`config.mk`:
```
export PLATFORM = sky130hd
export DESIGN_NAME = lcd_bus_writer
export DESIGN_NICKNAME = d
export VERILOG_FILES = /design/src/rtl/lcd_pkg.sv /design/src/rtl/lcd_phase_timer.sv /design/src/rtl/lcd_bus_writer.sv
export SDC_FILE = /design/constraint.sdc
export NUM_CORES = 1
export LEC_CHECK = 0
export ABC_AREA = 1
export CORE_ASPECT_RATIO = 0.8
export CORE_MARGIN = 2
export CORE_UTILIZATION = 43
export CTS_BUF_LIST = sky130_fd_sc_hd__clkbuf_8
export DETAILED_ROUTE_END_ITERATION = 16
export PLACE_DENSITY_LB_ADDON = 0.08
export SLEW_MARGIN = 20
export SYNTH_ARGS = -nofsm -noshare
export SYNTH_HDL_FRONTEND = slang
export SYNTH_SLANG_ARGS = --single-unit
```
`constraint.sdc`:
```
create_clock -name clk -period 1.57 [get_ports clk]
set_input_delay 0.314 -clock clk [delete_from_list [all_inputs] [get_ports clk]]
set_output_delay 0.314 -clock clk [all_outputs]
set_load 0.005 [all_outputs]
```
`src/rtl/lcd_pkg.sv`:
```
// lcd_pkg: shared types and constants for the HD44780 bus writer.
//   lcd_state_e  - write-engine phase (IDLE/SETUP/PULSE/HOLD/WAIT)
//   lcd_nib_e    - nibble select for the 4-bit bus variant
//   CMD_CLEAR / CMD_HOME - instructions that need the long execution wait
//   LCD_TMR_W    - width of the phase down-counter
package lcd_pkg;

  localparam int unsigned LCD_TMR_W = 16;

  localparam logic [7:0] CMD_CLEAR = 8'h01;
  localparam logic [7:0] CMD_HOME  = 8'h02;

  typedef enum logic [2:0] {
    ST_IDLE  = 3'd0,
    ST_SETUP = 3'd1,
    ST_PULSE = 3'd2,
    ST_HOLD  = 3'd3,
    ST_WAIT  = 3'd4
  } lcd_state_e;

  typedef enum logic {
    NIB_HI = 1'b0,
    NIB_LO = 1'b1
  } lcd_nib_e;

  // Clear (0x01) and home (0x02/0x03, bit 0 is don't-care) run long on the controller.
  function automatic logic is_long_cmd(input logic rs, input logic [7:0] data);
    return !rs && ((data == CMD_CLEAR) || ((data & 8'hFE) == CMD_HOME));
  endfunction

endpackage

```
`src/rtl/lcd_phase_timer.sv`:
```
// lcd_phase_timer: loadable down-counter that times each bus phase.
//   clk, rst     - clock, asynchronous active-high reset
//   i_load       - load i_value this cycle (takes priority over counting)
//   i_value      - N-1 for an N-cycle phase
//   o_done_c     - combinational flag, counter is at zero
module lcd_phase_timer
  import lcd_pkg::*;
(
  input  logic                 clk,
  input  logic                 rst,
  input  logic                 i_load,
  input  logic [LCD_TMR_W-1:0] i_value,
  output logic                 o_done_c
);

  logic [LCD_TMR_W-1:0] r_cnt;

  // Counts down and parks at zero until the next load.
  always_ff @(posedge clk or posedge rst) begin
    if (rst) begin
      r_cnt <= '0;
    end else if (i_load) begin
      r_cnt <= i_value;
    end else if (r_cnt != '0) begin
      r_cnt <= r_cnt - LCD_TMR_W'(1);
    end
  end

  assign o_done_c = (r_cnt == '0);

endmodule

```
`src/rtl/lcd_bus_writer.sv`:
```
// lcd_bus_writer: pin-level write engine for an HD44780-class character LCD.
// Accepts one byte per req_valid/req_ready handshake, drives RS/DATA with
// setup and hold around a generated E pulse, then stays busy for the
// controller's execution time.
//   clk, rst            - clock, asynchronous active-high reset
//   req_valid/req_ready - request handshake (ready only in IDLE)
//   req_rs, req_data    - register select (1 = data) and byte to write
//   busy                - high whenever the engine is not IDLE
//   LCD_E, LCD_RS, LCD_RW, LCD_DATA - LCD pins (RW tied low, write-only)
// Build option: define LCD_4BIT_EN to send each byte as two nibbles on
// LCD_DATA[7:4] (high nibble first) with a single execution wait at the end.
module lcd_bus_writer
  import lcd_pkg::*;
#(
  parameter int unsigned T_SETUP     = 2,
  parameter int unsigned T_PULSE     = 12,
  parameter int unsigned T_HOLD      = 2,
  parameter int unsigned T_EXEC      = 40,
  parameter int unsigned T_EXEC_LONG = 1600
) (
  input  logic       clk,
  input  logic       rst,
  input  logic       req_valid,
  output logic       req_ready,
  input  logic       req_rs,
  input  logic [7:0] req_data,
  output logic       busy,
  output logic       LCD_E,
  output logic       LCD_RS,
  output logic       LCD_RW,
  output logic [7:0] LCD_DATA
);

  localparam logic [LCD_TMR_W-1:0] LD_SETUP = LCD_TMR_W'(T_SETUP - 1);
  localparam logic [LCD_TMR_W-1:0] LD_PULSE = LCD_TMR_W'(T_PULSE - 1);
  localparam logic [LCD_TMR_W-1:0] LD_HOLD  = LCD_TMR_W'(T_HOLD - 1);
  localparam logic [LCD_TMR_W-1:0] LD_EXEC  = LCD_TMR_W'(T_EXEC - 1);
  localparam logic [LCD_TMR_W-1:0] LD_LONG  = LCD_TMR_W'(T_EXEC_LONG - 1);

  lcd_state_e r_state, w_state_nxt;
  logic       r_ready, w_ready_nxt;
  logic       r_busy;
  logic       r_e, w_e_nxt;
  logic       r_rs, w_rs_nxt;
  logic [7:0] r_data, w_data_nxt;
  logic       r_long, w_long_nxt;
`ifdef LCD_4BIT_EN
  lcd_nib_e   r_nib, w_nib_nxt;
  logic [3:0] r_lo_nib, w_lo_nib_nxt;
`endif

  logic                 w_load;
  logic [LCD_TMR_W-1:0] w_value;
  logic                 w_done_c;

  lcd_phase_timer u_timer (
    .clk      (clk),
    .rst      (rst),
    .i_load   (w_load),
    .i_value  (w_value),
    .o_done_c (w_done_c)
  );

  // State and registered pin outputs.
  always_ff @(posedge clk or posedge rst) begin
    if (rst) begin
      r_state  <= ST_IDLE;
      r_ready  <= 1'b0;
      r_busy   <= 1'b0;
      r_e      <= 1'b0;
      r_rs     <= 1'b0;
      r_data   <= 8'h00;
      r_long   <= 1'b0;
`ifdef LCD_4BIT_EN
      r_nib    <= NIB_HI;
      r_lo_nib <= 4'h0;
`endif
    end else begin
      r_state  <= w_state_nxt;
      r_ready  <= w_ready_nxt;
      r_busy   <= (w_state_nxt != ST_IDLE);
      r_e      <= w_e_nxt;
      r_rs     <= w_rs_nxt;
      r_data   <= w_data_nxt;
      r_long   <= w_long_nxt;
`ifdef LCD_4BIT_EN
      r_nib    <= w_nib_nxt;
      r_lo_nib <= w_lo_nib_nxt;
`endif
    end
  end

  // Next state, next pin values and phase-timer loads.
  always_comb begin
    w_state_nxt  = r_state;
    w_ready_nxt  = 1'b0;
    w_e_nxt      = 1'b0;
    w_rs_nxt     = r_rs;
    w_data_nxt   = r_data;
    w_long_nxt   = r_long;
    w_load       = 1'b0;
    w_value      = '0;
`ifdef LCD_4BIT_EN
    w_nib_nxt    = r_nib;
    w_lo_nib_nxt = r_lo_nib;
`endif

    case (r_state)
      ST_IDLE: begin
        if (r_ready && req_valid) begin
          w_state_nxt = ST_SETUP;
          w_rs_nxt    = req_rs;
          w_long_nxt  = is_long_cmd(req_rs, req_data);
          w_load      = 1'b1;
          w_value     = LD_SETUP;
`ifdef LCD_4BIT_EN
          w_data_nxt   = {req_data[7:4], 4'h0};
          w_lo_nib_nxt = req_data[3:0];
          w_nib_nxt    = NIB_HI;
`else
          w_data_nxt   = req_data;
`endif
        end else begin
          w_ready_nxt = 1'b1;
        end
      end

      ST_SETUP: begin
        if (w_done_c) begin
          w_state_nxt = ST_PULSE;
          w_e_nxt     = 1'b1;
          w_load      = 1'b1;
          w_value     = LD_PULSE;
        end
      end

      ST_PULSE: begin
        w_e_nxt = 1'b1;
        if (w_done_c) begin
          w_state_nxt = ST_HOLD;
          w_e_nxt     = 1'b0;
          w_load      = 1'b1;
          w_value     = LD_HOLD;
        end
      end

      ST_HOLD: begin
        if (w_done_c) begin
`ifdef LCD_4BIT_EN
          // High nibble done: go straight to the low nibble's setup.
          if (r_nib == NIB_HI) begin
            w_state_nxt = ST_SETUP;
            w_nib_nxt   = NIB_LO;
            w_data_nxt  = {r_lo_nib, 4'h0};
            w_load      = 1'b1;
            w_value     = LD_SETUP;
          end else begin
            w_state_nxt = ST_WAIT;
            w_load      = 1'b1;
            w_value     = r_long ? LD_LONG : LD_EXEC;
          end
`else
          w_state_nxt = ST_WAIT;
          w_load      = 1'b1;
          w_value     = r_long ? LD_LONG : LD_EXEC;
`endif
        end
      end

      ST_WAIT: begin
        if (w_done_c) begin
          w_state_nxt = ST_IDLE;
          w_ready_nxt = 1'b1;
        end
      end

      default: begin
        w_state_nxt = ST_IDLE;
      end
    endcase
  end

  assign req_ready = r_ready;
  assign busy      = r_busy;
  assign LCD_E     = r_e;
  assign LCD_RS    = r_rs;
  assign LCD_RW    = 1'b0;
  assign LCD_DATA  = r_data;

endmodule

```
==> impl_metrics.csv, run 1 <==
group,metric,value,unit
worst_setup_path,required,1.79,ns
cts,cts_max_level,2,
worst_setup_path,worst-path-max-fanout,6,
synth,synthCells,228,
synth,synth_edf_count,0,
detailed_routing,drt_pass1_iterations,4,
cells_and_area,area_growth,28.7,%
placed_design,place.gp.congestion,0.898,
global_routing,grt_pass1_wl,6.47,mm
synth,synthArstFlopShare,1.00,
flow_run,drv_cap,0,
die,dieWidth,75.2,um
sta,rsz0062_at_grt,"true",
worst_setup_path,crit_type,"flop to flop",
synth,synth_sequential_area_ratio,0.460,
die,die_area,0.00458,mm^2
cts,worstSkewPairLatency,0.28,ns
cells_and_area,num_antenna_cells,0,
detailed_routing,ant_nets,0,
worst_setup_path,arrival,1.72,ns
sta,timing.final.crit_share,0.953,
placed_design,dp_slack,-0.126,ns
cts,hold_buffers,0,
die,rows,20,
sta,finalSetupViolations,0,
cts,cts_tree,"yes",
cells_and_area,final_core_util,0.581,
cells_and_area,layout-drive-gt1-share,0.168,
synth,yosys_most_used_dff,"dfrtp_1",
die,die_h,60.9,um
synth,netlist_area,0.00174,mm^2
global_routing,grt-ovfl-total,0,
power_and_ir_drop,p_leak,0.00112,uW
synth,synth-seq-cells,32,
synth,syn_avg_cell_area,7.64,um^2
placed_design,place_area,0.00211,mm^2
placed_design,port_buffers,23,
sta,skew,0.00684,ns
sta,hold_slack,0.361,ns
cells_and_area,layout.cells.non_filler,323,
cts,cts_buffer_depth,2,
sta,finalWorstSetupSlack,0.0738,ns
global_routing,grt_pass1_vias,1377,
status,outcome,"complete, no violations",
cts,root_buffer,"clkbuf_8",
cts,numCtsBuffers,5,
cells_and_area,design_area,0.00224,mm^2
cts,cts_sinks,32,
synth,syn-num-nets,242,
cells_and_area,nFillCells,353,
detailed_routing,detail_route.wl_per_cell,11.8,um
power_and_ir_drop,peakVddDrop,0.474,mV
detailed_routing,vias,1525,
placed_design,place_inst,313,
detailed_routing,viasPerCell,4.72,
cells_and_area,nNetsFinal,282,
detailed_routing,drt_iter0_drc,100,
power_and_ir_drop,p_per_area,652,mW/mm^2
global_routing,grtUsageTotal,0.192,
cts,cts.clk_slew.worst_paths,0.07,ns
detailed_routing,routed_wl,3.82,mm
die,core,0.00385,mm^2
die,pin_count,25,
global_routing,grt_max_degree,33,
sta,slew_viol_final,0,
synth,yosysWarningCount,0,
min_path,hold_class,"primary input to asynchronous set/reset pin",
sta,fmax,668,MHz
worst_setup_path,end_kind,"flop",
sta,layout_min_cycle_time,1.50,ns
die,initial_core_util,0.452,
sta,hold_viol_final,0,
detailed_routing,route.detailed.drc,0,
synth,synth_cell_types,29,
cells_and_area,final_common_cell,"nand2_1",
cells_and_area,mostFrequentLayoutCells,"63 x nand2_1, 32 x dfrtp_1, 31 x nor2_1",
placed_design,dp_hpwl,2.88,mm
worst_setup_path,critPathLaunchType,"flop",
global_routing,antenna_found_initial,0,
[cell families (layout without fill, tap and decap cells)]
family,after synthesis,in the layout,share of synthesized area
AOI/OAI and AO/OA,20,20,0.0618
xor gates and xnor gates,12,12,0.0603
adders and majority gates,2,2,0.0144
buffers and inverters,31,71,0.0754
DFF,32,32,0.460
other,1,1,0.00215
and+or+nand+nor,130,130,0.326
[layout make-up]
class / instances / area, um^2 / share of cell area
inverters: 27 / 104 / 0.0463
flip-flops and latches: 32 / 801 / 0.357
repair buffers: 37 / 348 / 0.155
clock inverters: 2 / 8.76 / 0.00391
multi-input cells: 165 / 842 / 0.376
clock buffers: 5 / 68.8 / 0.0307
well taps: 55 / 68.8 / 0.0307
[power breakdown]
group | leakage, uW | switching [uW] | total, uW | internal [uW]
Combinational | 0.000665 | 24.5 | 55.0 | 30.5
Sequential | 0.000412 | 0 | 825 | 825
Clock | 0.0000452 | 288 | 582 | 294
Total | 0.00112 | 313 | 1460 | 1150
[state kept, by name, indices dropped and copies added, names as in the netlist]
signal and count:
busy 1, LCD_RS 1, r_long 1, r_state 3, req_ready 1, LCD_DATA 8
u_timer.r_cnt 16, LCD_E 1
[worst max-delay path, stage by stage, from the launching register on]
cell	delay, ns
dfrtp_1	0.42
nor2_2	0.18
nand2_1	0.08
nor2_2	0.15
nand2_2	0.12
inv_4	0.10
nand3_1	0.13
inv_2	0.14
nand2_1	0.06
nand2_1	0.06
[worst paths after layout]
| kind | from | endpoint | slack, ns | cells past startpoint |
|---|---|---|---|---|
| hold reg to reg | LCD_DATA[2]$_DFFE_PP0P_ | LCD_DATA[2]$_DFFE_PP0P_ | 0.48 | 2 |
| max in group asynchronous | rst | LCD_DATA[4]$_DFFE_PP0P_ | 1.04 | 3 |
| hold / removal | rst | busy$_DFF_PP0_ | 0.36 | 3 |
| setup reg to reg | u_timer.r_cnt[12]$_DFFE_PP0P_ | u_timer.r_cnt[1]$_DFFE_PP0P_ | 0.07 | 9 |
| setup / recovery | u_timer.r_cnt[12]$_DFFE_PP0P_ | u_timer.r_cnt[1]$_DFFE_PP0P_ | 0.07 | 9 |
| min in group clk | LCD_DATA[2]$_DFFE_PP0P_ | LCD_DATA[2]$_DFFE_PP0P_ | 0.48 | 2 |
[cell usage after synthesis (all sizes together), types with 2 or more instances]
library cell | number | area, um^2
a21oi | 5 | 25.0
inv | 26 | 97.6
nor2 | 40 | 175
nand3 | 7 | 35.0
buf | 4 | 28.8
nand2 | 69 | 269
nor3 | 7 | 40.0
nand4 | 2 | 12.5
nand3b | 3 | 22.5
xor2 | 6 | 52.6
o21ai | 12 | 60.1
ha | 2 | 25.0
xnor2 | 6 | 52.6
dfrtp | 32 | 801
[layer usage]
metal	track usage	wire length, um	vias up
li1	-	-	784
met1	0.280	2000	692
met2	0.272	1530	43
met3	0.0664	239	6
met4	0.0526	48	0
met5	0	0	-
[per-stage QoR]
| stage | total power (uW) | setup TNS (ns) |
|---|---|---|
| finish | 1460 | 0 |
| global route | 1530 | -0.0213 |
| CTS | 1490 | 0 |
| detailed placement | 897 | -1.30 |
| global placement | 897 | -0.871 |
| floorplan | 858 | 0 |
[what timing repair did]
action | CTS | global route
resized for setup | 0 | 12
buffers inserted | 0 | 3
setup endpoints to repair | 0 | 17
No activity file was read; power rests on OpenSTA's default activity.
==> run 2: changes to the inputs <==
--- a/config.mk
+++ b/config.mk
@@ -6,11 +6,13 @@
 export NUM_CORES = 1
 export LEC_CHECK = 0
 export ABC_AREA = 1
+export CAP_MARGIN = 20
 export CORE_ASPECT_RATIO = 0.8
 export CORE_MARGIN = 2
 export CORE_UTILIZATION = 43
 export CTS_BUF_LIST = sky130_fd_sc_hd__clkbuf_8
 export DETAILED_ROUTE_END_ITERATION = 16
+export DONT_BUFFER_PORTS = 1
 export PLACE_DENSITY_LB_ADDON = 0.08
 export SLEW_MARGIN = 20
 export SYNTH_ARGS = -nofsm -noshare
==> impl_metrics.csv, run 2 (same netlist as run 1, synthesis figures left out) <==
group,metric,value,unit
die,initial_core_util,0.452,
cells_and_area,num_antenna_cells,0,
power_and_ir_drop,total_power,1620,uW
detailed_routing,route.detailed.drc,0,
global_routing,grt_max_degree,19,
sta,rsz0062_at_grt,"true",
cells_and_area,layout.cells.non_filler,297,
power_and_ir_drop,p_sw,322,uW
cells_and_area,regMostFlops,"u_timer.r_cnt",
detailed_routing,drt_iter0_drc,106,
cells_and_area,final_common_cell,"nand2_1",
detailed_routing,detail_route.wl_per_cell,12.7,um
cts,worstSkewPairLatency,0.28,ns
sta,hold_viol_final,0,
cts,root_buffer,"clkbuf_8",
worst_setup_path,reg2reg_depth,10,
placed_design,place.gp.congestion,0.879,
die,dieWidth,75.2,um
global_routing,grtUsageTotal,0.194,
power_and_ir_drop,p_int,1300,uW
power_and_ir_drop,peakVddDrop,0.423,mV
die,pin_count,25,
global_routing,grt-ovfl-total,0,
cells_and_area,final_core_util,0.522,
sta,slew_viol_final,0,
global_routing,grt_pass1_wl,6.47,mm
cells_and_area,mostFrequentLayoutCells,"63 x nand2_1, 32 x dfrtp_1, 32 x nor2_1",
sta,layout_min_cycle_time,1.49,ns
placed_design,dp_hpwl,2.84,mm
cells_and_area,layout-drive-gt1-share,0.169,
min_path,whs_path_depth,2,
detailed_routing,viasPerCell,4.89,
die,core,0.00385,mm^2
worst_setup_path,crit_type,"flop to flop",
cts,cts_buffer_depth,2,
placed_design,place_inst,285,
power_and_ir_drop,p_leak,0.00104,uW
die,rows,20,
sta,fmax,671,MHz
detailed_routing,routed_wl,3.77,mm
die,die_h,60.9,um
placed_design,dp_slack,0.00507,ns
worst_setup_path,required,1.79,ns
detailed_routing,ant_nets,0,
flow_run,drv_cap,0,
detailed_routing,vias,1453,
cts,numCtsBuffers,5,
power_and_ir_drop,clock_power_share,0.473,
sta,timing.final.crit_share,0.950,
detailed_routing,drt_pass1_iterations,4,
sta,finalSetupViolations,0,
cts,cts_max_level,2,
die,die_area,0.00458,mm^2
power_and_ir_drop,share_seq_of_total_power,0.510,
status,outcome,"complete, no violations",
cells_and_area,nNetsFinal,255,
cells_and_area,area_growth,15.6,%
cts,cts_sinks,32,
power_and_ir_drop,switching_share,0.199,
worst_setup_path,arrival,1.71,ns
cells_and_area,largest_reg_flops,16,
power_and_ir_drop,combPwrFrac,0.017,
sta,finalWorstSetupSlack,0.0792,ns
min_path,hold_class,"primary input to flop",
sta,skew,0.00322,ns
global_routing,grt_pass1_vias,1413,
worst_setup_path,worst-path-max-fanout,6,
sta,tns,0,ns
placed_design,port_buffers,0,
cts,cts.clk_slew.worst_paths,0.07,ns
worst_setup_path,end_kind,"flop",
global_routing,antenna_found_initial,0,
power_and_ir_drop,p_per_area,803,mW/mm^2
worst_setup_path,critPathLaunchType,"flop",
cts,cts_tree,"yes",
-- run 2: cell types whose count changed in the layout (fill, tap and decap cells not counted), sizes merged --
| cell | previous run | this run |
|---|---|---|
| buf | 14 | 8 |
| bufinv | 0 | 1 |
| clkdlybuf4s50 | 23 | 0 |
| clkinv | 1 | 2 |
| dlygate4sd3 | 0 | 1 |
| inv | 28 | 27 |
| nand2 | 69 | 70 |
-- run 2: repair_timing --
item,CTS,global route
pin swaps,0,4
endpoints found under the setup margin,2,16
gates cloned,0,1
hold endpoints to repair,32,0
resized for setup,1,12
buffers inserted,0,2
hold buffers,1,0
-- run 2: layer usage --
layer,vias to the layer above,part of all wire,global-route usage
met5,-,0,0
met4,0,0.024,0.0977
met3,9,0.059,0.0532
met2,42,0.44,0.274
met1,673,0.48,0.274
li1,729,-,-
-- run 2: worst paths after layout --
kind,startpoint,endpoint,slack (ns)
hold reg to reg,LCD_DATA[6]$_DFFE_PP0P_,LCD_DATA[6]$_DFFE_PP0P_,0.52
setup / recovery,u_timer.r_cnt[1]$_DFFE_PP0P_,u_timer.r_cnt[1]$_DFFE_PP0P_,0.08
max in group asynchronous,rst,r_long$_DFFE_PP0P_,0.87
hold / removal,req_data[0],LCD_DATA[0]$_DFFE_PP0P_,0.14
min in group asynchronous,rst,u_timer.r_cnt[11]$_DFFE_PP0P_,0.51
setup reg to reg,u_timer.r_cnt[1]$_DFFE_PP0P_,u_timer.r_cnt[1]$_DFFE_PP0P_,0.08
-- run 2: stage by stage --
step / hold WS [ns] / cell area (um^2)
2_1_floorplan: 0.424 / 1740
3_3_place_gp: 0.244 / 1830
3_5_place_dp: 0.249 / 1830
4_1_cts: 0.131 / 1950
5_1_grt: 0.140 / 2010
6_report: 0.141 / 2010
-- run 2: power by group through the flow --
stage,registers [uW],clock network (uW),logic [uW]
2_1_floorplan,840,0,18.6
3_5_place_dp,840,0,27.6
3_3_place_gp,840,0,26.3
4_1_cts,824,784,29.3
6_report,824,766,27.4
5_1_grt,823,828,33.8
-- run 2: cell type report --
class                           count  area, um^2
Multi-Input combinational cell    166         863
Clock buffer                        5        68.8
Timing Repair Buffer                9        70.1
Tap cell                           55        68.8
Fill cell                         391        1840
Inverter                           27         103
Clock inverter                      3        38.8
Sequential cell                    32         801
-- run 2: critical path: stages, from the launching register on --
cell      delay (ns)
dfrtp_1         0.40
inv_1           0.08
ha_2            0.20
nand2_2         0.08
nor2_4          0.12
nand2_2         0.10
clkinv_2        0.10
nand3_2         0.09
inv_2           0.13
nand2_1         0.06
nand2_1         0.06
==> run 3: changes to the inputs <==
--- a/config.mk
+++ b/config.mk
@@ -6,6 +6,7 @@
 export NUM_CORES = 1
 export LEC_CHECK = 0
 export ABC_AREA = 1
+export ABC_CLOCK_PERIOD_IN_PS = 1570
 export CAP_MARGIN = 20
 export CORE_ASPECT_RATIO = 0.8
 export CORE_MARGIN = 2
@@ -14,6 +15,7 @@
 export DETAILED_ROUTE_END_ITERATION = 16
 export DONT_BUFFER_PORTS = 1
 export PLACE_DENSITY_LB_ADDON = 0.08
+export SKIP_CTS_REPAIR_TIMING = 1
 export SLEW_MARGIN = 20
 export SYNTH_ARGS = -nofsm -noshare
 export SYNTH_HDL_FRONTEND = slang
==> impl_metrics.csv, run 3 (same netlist as run 1, synthesis figures left out) <==
group,metric,value,unit
status,outcome,"complete, no violations",
global_routing,antenna_found_initial,0,
cts,worstSkewPairLatency,0.28,ns
placed_design,place.gp.congestion,0.879,
global_routing,grt_pass1_vias,1413,
worst_setup_path,crit_type,"flop to flop",
sta,fmax,666,MHz
detailed_routing,drt_iter0_drc,118,
cells_and_area,final_common_cell,"nand2_1",
detailed_routing,route.detailed.drc,0,
sta,layout_min_cycle_time,1.50,ns
cells_and_area,mostFrequentLayoutCells,"63 x nand2_1, 32 x dfrtp_1, 32 x nor2_1",
die,core,0.00385,mm^2
global_routing,grt_pass1_wl,6.47,mm
global_routing,grtUsageTotal,0.194,
worst_setup_path,slowest_stage,"dfrtp_1",
cts,root_buffer,"clkbuf_8",
power_and_ir_drop,p_leak,0.00103,uW
flow_run,drv_cap,0,
cts,cts_tree,"yes",
cells_and_area,largest_reg_flops,16,
worst_setup_path,critPathLaunchType,"flop",
worst_setup_path,end_kind,"flop",
global_routing,grt_max_degree,19,
cells_and_area,area_growth,15.7,%
sta,rsz0062_at_grt,"true",
die,die_area,0.00458,mm^2
worst_setup_path,cp_top_family,"simple AND/OR/NAND/NOR gates",
worst_setup_path,required,1.74,ns
cts,cts.clk_slew.worst_paths,0.07,ns
die,dieWidth,75.2,um
die,die_h,60.9,um
placed_design,place_inst,285,
die,rows,20,
detailed_routing,drt_pass1_iterations,4,
die,initial_core_util,0.452,
detailed_routing,detail_route.wl_per_cell,12.8,um
placed_design,dp_hpwl,2.84,mm
detailed_routing,routed_wl,3.80,mm
cells_and_area,final_core_util,0.523,
sta,timing.final.crit_share,0.956,
cts,cts_buffer_depth,2,
sta,slew_viol_final,0,
power_and_ir_drop,peakVddDrop,0.423,mV
worst_setup_path,arrival,1.67,ns
global_routing,grt-ovfl-total,0,
cells_and_area,layout.cells.non_filler,297,
power_and_ir_drop,p_sw,325,uW
power_and_ir_drop,p_per_area,804,mW/mm^2
worst_setup_path,cp_cell_sequence,"inv_1 -> ha_2 -> nand2_2 -> nor2_4 -> nand3_2 -> nand2_4 -> inv_2 -> nand2_1 -> a21oi_1",
power_and_ir_drop,switching_share,0.200,
cts,cts_max_level,2,
sta,hold_viol_final,0,
detailed_routing,viasPerCell,4.90,
cells_and_area,num_antenna_cells,0,
cells_and_area,layout-drive-gt1-share,0.169,
sta,finalSetupViolations,0,
detailed_routing,ant_nets,0,
power_and_ir_drop,p_int,1300,uW
die,pin_count,25,
power_and_ir_drop,total_power,1620,uW
sta,skew,0.00448,ns
cts,cts_sinks,32,
worst_setup_path,worst-path-max-fanout,5,
power_and_ir_drop,clock_power_share,0.474,
power_and_ir_drop,combPwrFrac,0.017,
power_and_ir_drop,share_seq_of_total_power,0.509,
cells_and_area,nNetsFinal,255,
worst_setup_path,cp.buffers_inverters,2,
placed_design,port_buffers,0,
worst_setup_path,slowest_delay,0.40,ns
cts,numCtsBuffers,5,
cells_and_area,regMostFlops,"u_timer.r_cnt",
detailed_routing,vias,1454,
min_path,hold_class,"primary input to flop",
==> run 3: cell counts in the layout (fill, tap and decap cells not counted) <==
No cell type changed its count.
==> run 3: cell type report <==
type / count / area [um^2]
Multi-Input combinational cell: 166 / 863
Inverter: 27 / 105
Clock buffer: 5 / 68.8
Tap cell: 55 / 68.8
Timing Repair Buffer: 9 / 70.1
Clock inverter: 3 / 38.8
Fill cell: 391 / 1840
Sequential cell: 32 / 801
==> run 3: metal layers <==
metal,vias up,global-route usage,part of all wire
met2,40,0.274,0.44
met3,8,0.0532,0.052
met4,0,0.0977,0.020
met5,-,0,0
met1,674,0.274,0.49
li1,732,-,-
==> run 3: power by group through the flow <==
stage                     Sequential (uW)  Clock, uW  Combinational (uW)
after global placement                840          0                26.3
after floorplan                       840          0                18.6
after global routing                  823        828                33.8
after detailed placement              840          0                27.6
after CTS                             824        784                27.4
final                                 824        768                27.6
==> run 3: worst paths after layout <==
check	start	end	slack, ns	cells after the start
worst max-delay path	u_timer.r_cnt[1]$_DFFE_PP0P_	u_timer.r_cnt[9]$_DFFE_PP0P_	0.07	9
worst min-delay path	req_data[0]	LCD_DATA[0]$_DFFE_PP0P_	0.14	2
worst max register to register	u_timer.r_cnt[1]$_DFFE_PP0P_	u_timer.r_cnt[9]$_DFFE_PP0P_	0.07	9
worst min register to register	LCD_DATA[6]$_DFFE_PP0P_	LCD_DATA[6]$_DFFE_PP0P_	0.52	2
max in group asynchronous	rst	r_long$_DFFE_PP0P_	0.87	3
min in group asynchronous	rst	r_state[1]$_DFF_PP0_	0.50	3
==> run 3: per-stage QoR <==
step	setup slack [ns]	cell area (um^2)	hold WS, ns	setup TNS, ns
after CTS	-0.0121	1930	-0.0604	-0.0179
after detailed placement	0.00507	1830	0.249	0
final	0.0684	2020	0.140	0
after global routing	-0.0504	2020	0.140	-0.234
after global placement	0.0494	1830	0.244	0
after floorplan	0.175	1740	0.424	0
